**src/rtl/rob_buffer_if.sv**
```systemverilog
// rob_buffer_if: dispatch/completion/retire bundle around the reorder buffer.
//   alloc_*   : in-order allocation request from renaming (master drives)
//   alloc_ready, rob_addr_new : acceptance and assigned ROB addresses (slave drives)
//   cmpl_*    : out-of-order completion writes from the commit stage (master drives)
//   retire_*, flush : in-order retirement toward RAT/ARF and flush pulse (slave drives)
interface rob_buffer_if #(
   parameter int unsigned ROB_DEPTH     = 16,
   parameter int unsigned MACHINE_WIDTH = 2,
   parameter int unsigned CMPL_PORTS    = 2,
   parameter int unsigned CREG_W        = 5,
   parameter int unsigned EXC_W         = 8
);
   localparam int unsigned AW = $clog2(ROB_DEPTH);

   logic [MACHINE_WIDTH-1:0]        alloc_valid;
   logic [MACHINE_WIDTH*CREG_W-1:0] alloc_dst;
   logic [MACHINE_WIDTH*32-1:0]     alloc_pcplus8;
   logic [MACHINE_WIDTH*EXC_W-1:0]  alloc_exception;
   logic                            alloc_ready;
   logic [MACHINE_WIDTH*AW-1:0]     rob_addr_new;

   logic [CMPL_PORTS-1:0]           cmpl_valid;
   logic [CMPL_PORTS*AW-1:0]        cmpl_addr;
   logic [CMPL_PORTS*32-1:0]        cmpl_data;
   logic [CMPL_PORTS*EXC_W-1:0]     cmpl_exception;

   logic [MACHINE_WIDTH-1:0]        retire_valid;
   logic [MACHINE_WIDTH*CREG_W-1:0] retire_dst;
   logic [MACHINE_WIDTH*32-1:0]     retire_data;
   logic [MACHINE_WIDTH*32-1:0]     retire_pcplus8;
   logic [EXC_W-1:0]                retire_exception;
   logic [MACHINE_WIDTH*AW-1:0]     retire_rob_addr;
   logic                            flush;

   modport master (
      output alloc_valid, alloc_dst, alloc_pcplus8, alloc_exception,
      output cmpl_valid, cmpl_addr, cmpl_data, cmpl_exception,
      input  alloc_ready, rob_addr_new,
      input  retire_valid, retire_dst, retire_data, retire_pcplus8,
      input  retire_exception, retire_rob_addr, flush
   );

   modport slave (
      input  alloc_valid, alloc_dst, alloc_pcplus8, alloc_exception,
      input  cmpl_valid, cmpl_addr, cmpl_data, cmpl_exception,
      output alloc_ready, rob_addr_new,
      output retire_valid, retire_dst, retire_data, retire_pcplus8,
      output retire_exception, retire_rob_addr, flush
   );
endinterface

```
**src/rtl/rob_buffer.sv**
```systemverilog
// rob_buffer: circular reorder buffer.
//   clk, resetn : clock, asynchronous active-low reset
//   bus (slave) : allocation (up to MACHINE_WIDTH/cycle, returns ROB addresses),
//                 completion (CMPL_PORTS writes/cycle), in-order retire of
//                 MACHINE_WIDTH lanes, and a one-cycle flush pulse after an
//                 excepting entry retires.
module rob_buffer #(
   parameter int unsigned ROB_DEPTH     = 16,
   parameter int unsigned MACHINE_WIDTH = 2,
   parameter int unsigned CMPL_PORTS    = 2,
   parameter int unsigned CREG_W        = 5,
   parameter int unsigned EXC_W         = 8
) (
   input  logic             clk,
   input  logic             resetn,
   rob_buffer_if.slave      bus
);
   localparam int unsigned AW = $clog2(ROB_DEPTH);
   localparam int unsigned PW = AW + 1;   // pointer/count width incl. wrap bit

   logic [PW-1:0]     head_q, head_d, tail_q, tail_d, count_q, count_d;
   logic              flush_q, flush_d;
   logic              valid_q [ROB_DEPTH];
   logic              valid_d [ROB_DEPTH];
   logic              done_q  [ROB_DEPTH];
   logic              done_d  [ROB_DEPTH];
   logic [CREG_W-1:0] dst_q   [ROB_DEPTH];
   logic [CREG_W-1:0] dst_d   [ROB_DEPTH];
   logic [31:0]       data_q  [ROB_DEPTH];
   logic [31:0]       data_d  [ROB_DEPTH];
   logic [31:0]       pc_q    [ROB_DEPTH];
   logic [31:0]       pc_d    [ROB_DEPTH];
   logic [EXC_W-1:0]  exc_q   [ROB_DEPTH];
   logic [EXC_W-1:0]  exc_d   [ROB_DEPTH];

   logic [MACHINE_WIDTH-1:0] ret_v;
   logic [AW-1:0]            ret_idx [MACHINE_WIDTH];
   logic [PW-1:0]            ret_n, alloc_n;
   logic                     chain, flush_now, alloc_ready;
   logic [AW-1:0]            cmpl_a, alloc_idx;

   // Ready is judged on registered occupancy only; retires this cycle do not help.
   assign alloc_ready = (PW'(ROB_DEPTH) - count_q) >= PW'(MACHINE_WIDTH);

   // Retire lanes: each lane needs the previous lane retiring and no exception
   // on any lower lane; an excepting entry may only go out on lane 0.
   always_comb begin
      ret_v = '0;
      ret_n = '0;
      chain = 1'b1;
      for (int unsigned k = 0; k < MACHINE_WIDTH; k++) begin
         ret_idx[k] = head_q[AW-1:0] + AW'(k);
         if (chain && valid_q[ret_idx[k]] && done_q[ret_idx[k]] &&
             (k == 0 || exc_q[ret_idx[k]] == '0)) begin
            ret_v[k] = 1'b1;
            ret_n    = ret_n + PW'(1);
         end
         chain = ret_v[k] && (exc_q[ret_idx[k]] == '0);
      end
      flush_now = ret_v[0] && (exc_q[ret_idx[0]] != '0);
   end

   always_comb begin
      bus.alloc_ready      = alloc_ready;
      bus.flush            = flush_q;
      bus.retire_valid     = ret_v;
      bus.retire_exception = ret_v[0] ? exc_q[ret_idx[0]] : '0;
      bus.rob_addr_new     = '0;
      bus.retire_dst       = '0;
      bus.retire_data      = '0;
      bus.retire_pcplus8   = '0;
      bus.retire_rob_addr  = '0;
      for (int unsigned k = 0; k < MACHINE_WIDTH; k++) begin
         bus.rob_addr_new[k*AW +: AW]        = tail_q[AW-1:0] + AW'(k);
         bus.retire_rob_addr[k*AW +: AW]     = ret_idx[k];
         bus.retire_dst[k*CREG_W +: CREG_W]  = dst_q[ret_idx[k]];
         bus.retire_data[k*32 +: 32]         = data_q[ret_idx[k]];
         bus.retire_pcplus8[k*32 +: 32]      = pc_q[ret_idx[k]];
      end
   end

   // Update order: completions (against registered valid), then retire clears,
   // then allocations into free tail slots; an exception flush overrides all.
   always_comb begin
      valid_d   = valid_q;
      done_d    = done_q;
      dst_d     = dst_q;
      data_d    = data_q;
      pc_d      = pc_q;
      exc_d     = exc_q;
      alloc_n   = '0;
      cmpl_a    = '0;
      alloc_idx = '0;

      // Ascending port order so the higher index wins on an address collision.
      for (int unsigned p = 0; p < CMPL_PORTS; p++) begin
         if (bus.cmpl_valid[p]) begin
            cmpl_a = bus.cmpl_addr[p*AW +: AW];
            if (valid_q[cmpl_a]) begin
               data_d[cmpl_a] = bus.cmpl_data[p*32 +: 32];
               exc_d[cmpl_a]  = exc_q[cmpl_a] | bus.cmpl_exception[p*EXC_W +: EXC_W];
               done_d[cmpl_a] = 1'b1;
            end
         end
      end

      for (int unsigned k = 0; k < MACHINE_WIDTH; k++) begin
         if (ret_v[k]) begin
            valid_d[ret_idx[k]] = 1'b0;
            done_d[ret_idx[k]]  = 1'b0;
         end
      end

      for (int unsigned i = 0; i < MACHINE_WIDTH; i++) begin
         if (alloc_ready && bus.alloc_valid[i]) begin
            alloc_idx            = tail_q[AW-1:0] + AW'(i);
            valid_d[alloc_idx]   = 1'b1;
            done_d[alloc_idx]    = (bus.alloc_exception[i*EXC_W +: EXC_W] != '0);
            dst_d[alloc_idx]     = bus.alloc_dst[i*CREG_W +: CREG_W];
            data_d[alloc_idx]    = '0;
            pc_d[alloc_idx]      = bus.alloc_pcplus8[i*32 +: 32];
            exc_d[alloc_idx]     = bus.alloc_exception[i*EXC_W +: EXC_W];
            alloc_n              = alloc_n + PW'(1);
         end
      end

      head_d  = head_q + ret_n;
      tail_d  = tail_q + alloc_n;
      count_d = count_q + alloc_n - ret_n;
      flush_d = flush_now;

      if (flush_now) begin
         for (int unsigned e = 0; e < ROB_DEPTH; e++) begin
            valid_d[e] = 1'b0;
            done_d[e]  = 1'b0;
         end
         head_d  = '0;
         tail_d  = '0;
         count_d = '0;
      end
   end

   always_ff @(posedge clk or negedge resetn) begin
      if (!resetn) begin
         head_q  <= '0;
         tail_q  <= '0;
         count_q <= '0;
         flush_q <= 1'b0;
         for (int unsigned e = 0; e < ROB_DEPTH; e++) begin
            valid_q[e] <= 1'b0;
            done_q[e]  <= 1'b0;
            dst_q[e]   <= '0;
            data_q[e]  <= '0;
            pc_q[e]    <= '0;
            exc_q[e]   <= '0;
         end
      end else begin
         head_q  <= head_d;
         tail_q  <= tail_d;
         count_q <= count_d;
         flush_q <= flush_d;
         valid_q <= valid_d;
         done_q  <= done_d;
         dst_q   <= dst_d;
         data_q  <= data_d;
         pc_q    <= pc_d;
         exc_q   <= exc_d;
      end
   end
endmodule

```
**src/flat_wrapper.sv**
```systemverilog
// flat-port wrapper written by rule: the top's interface ports become plain ports
module rob_buffer_flat 
#(
   parameter int unsigned ROB_DEPTH     = 16,
   parameter int unsigned MACHINE_WIDTH = 2,
   parameter int unsigned CMPL_PORTS    = 2,
   parameter int unsigned CREG_W        = 5,
   parameter int unsigned EXC_W         = 8
)
  (clk, resetn, bus_alloc_valid, bus_alloc_dst, bus_alloc_pcplus8, bus_alloc_exception, bus_cmpl_valid, bus_cmpl_addr, bus_cmpl_data, bus_cmpl_exception, bus_alloc_ready, bus_rob_addr_new, bus_retire_valid, bus_retire_dst, bus_retire_data, bus_retire_pcplus8, bus_retire_exception, bus_retire_rob_addr, bus_flush);
  rob_buffer_if #(.ROB_DEPTH(ROB_DEPTH), .MACHINE_WIDTH(MACHINE_WIDTH), .CMPL_PORTS(CMPL_PORTS), .CREG_W(CREG_W), .EXC_W(EXC_W)) bus_i ();
  input  logic clk;
  input  logic resetn;
  input wire logic [$bits(bus_i.alloc_valid)-1:0] bus_alloc_valid;
  input wire logic [$bits(bus_i.alloc_dst)-1:0] bus_alloc_dst;
  input wire logic [$bits(bus_i.alloc_pcplus8)-1:0] bus_alloc_pcplus8;
  input wire logic [$bits(bus_i.alloc_exception)-1:0] bus_alloc_exception;
  input wire logic [$bits(bus_i.cmpl_valid)-1:0] bus_cmpl_valid;
  input wire logic [$bits(bus_i.cmpl_addr)-1:0] bus_cmpl_addr;
  input wire logic [$bits(bus_i.cmpl_data)-1:0] bus_cmpl_data;
  input wire logic [$bits(bus_i.cmpl_exception)-1:0] bus_cmpl_exception;
  output wire logic [$bits(bus_i.alloc_ready)-1:0] bus_alloc_ready;
  output wire logic [$bits(bus_i.rob_addr_new)-1:0] bus_rob_addr_new;
  output wire logic [$bits(bus_i.retire_valid)-1:0] bus_retire_valid;
  output wire logic [$bits(bus_i.retire_dst)-1:0] bus_retire_dst;
  output wire logic [$bits(bus_i.retire_data)-1:0] bus_retire_data;
  output wire logic [$bits(bus_i.retire_pcplus8)-1:0] bus_retire_pcplus8;
  output wire logic [$bits(bus_i.retire_exception)-1:0] bus_retire_exception;
  output wire logic [$bits(bus_i.retire_rob_addr)-1:0] bus_retire_rob_addr;
  output wire logic [$bits(bus_i.flush)-1:0] bus_flush;
  assign bus_i.alloc_valid = bus_alloc_valid;
  assign bus_i.alloc_dst = bus_alloc_dst;
  assign bus_i.alloc_pcplus8 = bus_alloc_pcplus8;
  assign bus_i.alloc_exception = bus_alloc_exception;
  assign bus_i.cmpl_valid = bus_cmpl_valid;
  assign bus_i.cmpl_addr = bus_cmpl_addr;
  assign bus_i.cmpl_data = bus_cmpl_data;
  assign bus_i.cmpl_exception = bus_cmpl_exception;
  assign bus_alloc_ready = bus_i.alloc_ready;
  assign bus_rob_addr_new = bus_i.rob_addr_new;
  assign bus_retire_valid = bus_i.retire_valid;
  assign bus_retire_dst = bus_i.retire_dst;
  assign bus_retire_data = bus_i.retire_data;
  assign bus_retire_pcplus8 = bus_i.retire_pcplus8;
  assign bus_retire_exception = bus_i.retire_exception;
  assign bus_retire_rob_addr = bus_i.retire_rob_addr;
  assign bus_flush = bus_i.flush;
  rob_buffer #(.ROB_DEPTH(ROB_DEPTH), .MACHINE_WIDTH(MACHINE_WIDTH), .CMPL_PORTS(CMPL_PORTS), .CREG_W(CREG_W), .EXC_W(EXC_W)) u_core (.clk(clk), .resetn(resetn), .bus(bus_i));
endmodule
```
**config.mk**
```make
export PLATFORM = sky130hd
export DESIGN_NAME = rob_buffer_flat
export DESIGN_NICKNAME = d
export VERILOG_FILES = /design/src/rtl/rob_buffer_if.sv /design/src/rtl/rob_buffer.sv /design/src/flat_wrapper.sv
export SDC_FILE = /design/constraint.sdc
export NUM_CORES = 2
export LEC_CHECK = 0
export BUFFER_PORTS_ARGS = -buffer_cell sky130_fd_sc_hd__buf_2
export CAP_MARGIN = 20
export CORE_MARGIN = 2
export CORE_UTILIZATION = 40
export CTS_CLUSTER_SIZE = 10
export DETAILED_ROUTE_END_ITERATION = 8
export SETUP_SLACK_MARGIN = 0.15
export SYNTH_ARGS = -nofsm -noshare
export SYNTH_HDL_FRONTEND = slang
export SYNTH_SLANG_ARGS = --single-unit
```
**constraint.sdc**
```tcl
create_clock -name clk -period 7.8 [get_ports clk]
set_input_delay 1.17 -clock clk [delete_from_list [all_inputs] [get_ports clk]]
set_output_delay 1.17 -clock clk [all_outputs]
set_load 0.02 [all_outputs]
```
* Yosys cells after proc, flatten, opt, wreduce, memory -nomap -nowiden
Cells that the tools add are included.
Word-level totals: register bits 1280, bits in latches 0, bits in writable memories 0, ROM bits 0, input port bits 184, output and inout port bits 166, word-level logic and storage cells 295, memories 0
Operators by class: $add $sub $neg 9, multiply operators 0, div/mod/pow operators 0, order comparisons 13, equality and inequality tests 0, shifts and indexed selects 0, multiplexer cells 132, bitwise operators 22, reductions and logical operators 19
Operator list (number):
- 512-bit 2-to-1 mux | 8
- 512-bit bitwise mux | 4
- 512-bit bitwise AND | 2
- 512-bit NOT | 2
- 128-bit 2-to-1 mux | 6
- 32-bit binary-select mux with 4-bit select | 4
- 128-bit bitwise mux | 4
- 32-bit demux with 4-bit select | 4
- 32-bit 2-to-1 mux | 12
- 16-bit 2-to-1 mux | 14
- 80-bit bitwise mux | 2
- 80-bit 2-to-1 mux | 2
- 8-bit binary-select mux with 4-bit select | 4
- 8-bit demux with 4-bit select | 4
- 8-bit 2-to-1 mux | 13
- 16-bit bitwise AND | 4
- 16-bit bitwise OR | 4
- 5-bit 2-to-1 mux | 11
- 5-bit binary-select mux with 4-bit select | 2
- 5-bit demux with 4-bit select | 2
- 16-bit bitwise mux | 2
- 16-bit NOT | 2
- 5-bit greater-or-equal comparator (second input constant) | 6
- 5-bit by 1-bit less-than comparator with 1-bit output (second input constant) | 6
- other kinds (15) | 71

* Depth between registers and ports, before layout
word-level depth 20, gate-level depth with buffers 25

* Least setup slack after synthesis
Ideal clock, no wire load.
kind reg2reg, start reg u_core.head_q[1], end reg u_core.count_q[4], library setup time 0.132 ns, data arrival time 5.355 ns, data required time 7.668 ns, path slack 2.314 ns, cell stages (with the launch flop) 24, clock period less this slack 5.486 ns, cell sequence dfrtp_1 buf_2 inv_1 ha_1 buf_2 or4b_2 nor4_1 or3_1 o311ai_0 nand2b_1 clkbuf_1 nor4_1 ha_1 ha_1 inv_1 ha_1 inv_1 fa_1 inv_1 a21oi_1 nor2_1 nor2_1 xnor2_1 nor2_1
RTL lines:
- from (decl) | RTL line rob_buffer.sv:21 | logic [PW-1:0] head_q, head_d, tail_q, tail_d, count_q, count_d;
- from (signal assigned) | RTL line rob_buffer.sv:145 | head_q <= '0;
- from (signal assigned) | RTL line rob_buffer.sv:158 | head_q <= head_d;
- 4-bit by 1-bit adder with 4-bit output * | RTL line rob_buffer.sv:52 | ret_idx[k] = head_q[AW-1:0] + AW'(k);
- named net bus_retire_rob_addr[5] | RTL line flat_wrapper.sv:29 | output wire logic [$bits(bus_i.retire_rob_addr)-1:0] bus_retire_rob_addr;
- 4-bit NOT with 5-bit output (not written as such) * | RTL line rob_buffer.sv:53, rob_buffer.sv:54
- parallel branches: the longest is 5 deep, another holds 8-bit binary-select mux with 4-bit select
- 1-bit logical AND * | RTL line rob_buffer.sv:53 | if (chain && valid_q[ret_idx[k]] && done_q[ret_idx[k]] &&
- 5-bit 2-to-1 mux * | RTL line rob_buffer.sv:53
- 5-bit subtractor * | RTL line rob_buffer.sv:129 | count_d = count_q + alloc_n - ret_n;
- 5-bit 2-to-1 mux * | RTL line rob_buffer.sv:132 | if (flush_now) begin
- named net u_core.count_d[4] | RTL line rob_buffer.sv:21
- to (signal assigned) | RTL line rob_buffer.sv:160 | count_q <= count_d;
- to (decl) | RTL line rob_buffer.sv:21
Mark *: on every way through the listed nets, which the timed path passes. The select of a mux whose other input is x is not followed.

* Final worst setup path
start reg u_core.head_q[1], end out bus_retire_pcplus8[56]
On the way: cells in the longest elaborated chain, start to end 5
Ends and longest elaborated chain:
- 4-bit by 1-bit adder with 4-bit output | RTL line rob_buffer.sv:52
- 4-bit NOT with 5-bit output (not written as such) | RTL line rob_buffer.sv:78 | bus.retire_pcplus8[k*32 +: 32] = pc_q[ret_idx[k]];
- 32-bit binary-select mux with 4-bit select | RTL line rob_buffer.sv:78
- 32-bit 2-to-1 mux (not written as such) (2 in series) | RTL line rob_buffer.sv:78
- to (decl) | RTL line flat_wrapper.sv:27 | output wire logic [$bits(bus_i.retire_pcplus8)-1:0] bus_retire_pcplus8;
No other way between the ends. The select of a mux whose other input is x is not followed.

==> reports/metrics.yaml <==
drt-initial-drc-count: 11152
wl_per_cell_um: 33.3
powerDensity_nw_per_um2: 438
pwr-share-seq_pct: 32.1
synth_edf_count: 0
clk_path_buf_depth: 3
fin_hold_ws_ns: 0.395
clockRootBuffer: "clkbuf_16"
skew_ns: 0.0340
seq_area_frac_synth_pct: 38.2
htree_levels: 4
post-place-ws_ns: 1.49
synth-compound-area-share_pct: 14.4
synth_top_family_by_area: "multiplexers"
power.switching_mw: 17.3
critPathMaxStageDelay_ns: 0.85
setup_ws_ns: 0.891
clock_latency_ns: 0.84
path_cells: "inv_1 -> ha_4 -> buf_12 -> buf_4 -> mux4_2 -> nand2_1 -> and3_1 -> a31oi_1 -> buf_2"
dr_total_vias: 73836
grt_pass1_vias: 71521
dp_cells: 10494
viasPerCell: 6.87
status: "completed"
grt_max_degree: 180
min_period_over_period_pct: 88.6
cp-start-kind: "flop"
synthToLayoutAreaGrowth_pct: 9.60
critPathRequiredTime_ns: 6.63
row_count: 168
slew_violations: 0
yosysMostFrequentCell: "dfrtp_1"
initial_utilization_pct: 40.1
synth_xor_area_share_pct: 0.136
dp_hpwl_um: 201000
hold_class: "primary input to async pin"
drt_pass1_iterations: 8
tightest_slew_ns: 1.29
crit_fanout: 91
synth_common_cells: "1278 x dfrtp_1, 1103 x nor2_1, 956 x mux2i_1"
ys_seq_elements: 1278
crit_slowest_cell: "dfrtp_4"
grt_pass1_wl_um: 515000
async_flop_share_pct: 100
yosys_most_used_dff: "dfrtp_1"
period_minus_slack_ns: 6.91
drtAntennaViolNets: 0
power_frac_clock_pct: 17.3
dieArea_um2: 213000
synth_fa_ha_area_share_pct: 0.529
cp.arrival_ns: 5.74
synthCells: 8181
cap_violations: 0
synth_area_leaders: "dfrtp_1 38%, mux4_2 20%, mux2i_1 11%"
port_buffers: 349
yosysWarnings: 0
p_comb_share_pct: 50.5
die_h_um: 462
track_usage_pct: 32.9
crit_family: "buffers and inverters"
setup_tns_ns: 0
peakVddDrop_v: 0.000435
drt_wl_total_um: 358000
placed_cell_area_um2: 87100
avgSynthCellArea_um2: 10.2
max_slew_margin_pct: 13.0
netlist_area_um2: 83800
utilization_pct: 44.0
synth-simple-area-share_pct: 10.4
grt.overflow.total: 0
leakage_nw: 38.4
cts_buffers: 155
p_int_mw: 22.9
cts_tree: "yes"
rsz0062_at_grt: "no"
drive_gt1_share_pct: 19.9
die_w_um: 462
finalSetupViolations: 0
cts-resized-gates: 0
place.gp.congestion: 1.02
power_mw: 40.2
synth.distinct_cells: 68
clk_pin_slew_ns: 0.06
instances_no_fill: 10753
finalHoldViolCount: 0
max_freq_mhz: 145
switching_share_pct: 43.1
drc_errors: 0
final_area_um2: 91800
critPathKind: "flop to primary output"
post_cts_buffers: 0
ioPinCount: 350
nets: 8066
numClockSinks: 1278
syn-num-nets: 8398
synth_top_area_share_pct: 38.2
cp-end-kind: "primary output"
synthMuxAreaShare_pct: 31.5
coreArea_um2: 209000
crit_buf_inv: 4
synth_top_area_cell: "dfrtp_1"
ctsHoldBuffers: 0
antenna_found_initial: 88
[cells by family after synthesis]
logic type | after synthesis
compound gates | 1993
fa+ha+maj | 33
buf+inv | 1025
simple gates | 2137
mux | 1702
flops | 1278
xor+xnor | 13
[layout make-up]
class,instances,area [um^2]
Clock inverter,21,285
Multi-Input combinational cell,5878,48400
Antenna cell,25,62.6
Inverter,25,109
Tap cell,2805,3510
Fill cell,19559,117000
Sequential cell,1278,32000
Clock buffer,210,4310
Timing Repair Buffer,511,3200
[path summary, 6_finish.rpt]
path	slack [ns]	cells past startpoint	endpoint	start
worst max-delay path	0.89	9	bus_retire_pcplus8[56]	u_core.head_q[1]
worst min-delay path	0.39	1	u_core.data_q[350]	resetn
worst max register to register	1.38	21	u_core.count_q[4]	u_core.head_q[1]
worst min register to register	0.56	2	u_core.dst_q[47]	u_core.dst_q[47]
max in group asynchronous	5.47	3	u_core.pc_q[218]	resetn
min in group clk	0.56	2	u_core.dst_q[47]	u_core.dst_q[47]
[registers in the layout, summed over array words and instances (netlist names)]
name              count
u_core.head_q         4
u_core.exc_q        128
u_core.pc_q         512
u_core.tail_q         4
u_core.done_q        16
u_core.valid_q       16
u_core.bus.flush      1
u_core.dst_q         80
u_core.count_q        5
u_core.data_q       512
[placed cells by master (no fill, tap or decap), types with 8 or more instances in the layout]
cell type,count
clkbuf_1,35
a31oi_1,227
o21ai_0,234
mux2i_1,956
nand2_1,713
nor4_1,20
ha_1,28
clkbuf_16,157
a21oi_1,791
and3_1,73
a211oi_1,514
nor2_1,1082
buf_4,147
o21a_1,8
buf_12,15
dfrtp_1,1274
nor2b_1,18
nand2_4,35
diode_2,25
or3_1,26
buf_2,347
o31ai_1,16
nor3_1,18
o211ai_1,12
clkbuf_8,18
a22oi_1,23
mux4_2,746
nand3_1,23
o311a_1,11
and2_1,28
nor2_4,20
nand2_2,20
inv_1,21
o22ai_1,104
nand3_4,9
[layer usage]
layer,vias up,track usage [%],wire [um]
li1,29734,-,-
met1,37067,42.0,130000
met2,5639,49.4,159000
met3,1318,10.3,45300
met4,78,18.9,22700
met5,-,0,532
[worst register-to-register path, stage by stage (launching register included)]
cell and delay, ns:
dfrtp_4 0.85, inv_1 0.38, ha_4 0.59, buf_12 0.67
nand3_1 0.19, o211a_1 0.16, o211ai_1 0.17, o311ai_0 0.32
nand2b_1 0.42, nor4_1 0.65, ha_1 0.37, ha_1 0.28
inv_1 0.06, ha_1 0.15, inv_1 0.06, fa_1 0.45
inv_1 0.07, a21oi_1 0.06, nor2_1 0.09, nor2_1 0.05
xnor2_1 0.16, nor2_1 0.06
[power groups by stage]
| stage | clock network, mW | logic, mW | registers, mW |
|---|---|---|---|
| finish | 6.97 | 20.3 | 12.9 |
| global route | 7.29 | 21.5 | 13.2 |
| CTS | 7.02 | 20.0 | 12.7 |
| detailed placement | 0 | 19.9 | 12.8 |
| global placement | 0 | 19.5 | 12.6 |
| floorplan | 0 | 14.5 | 11.5 |
(Power assumes the default switching activity.)
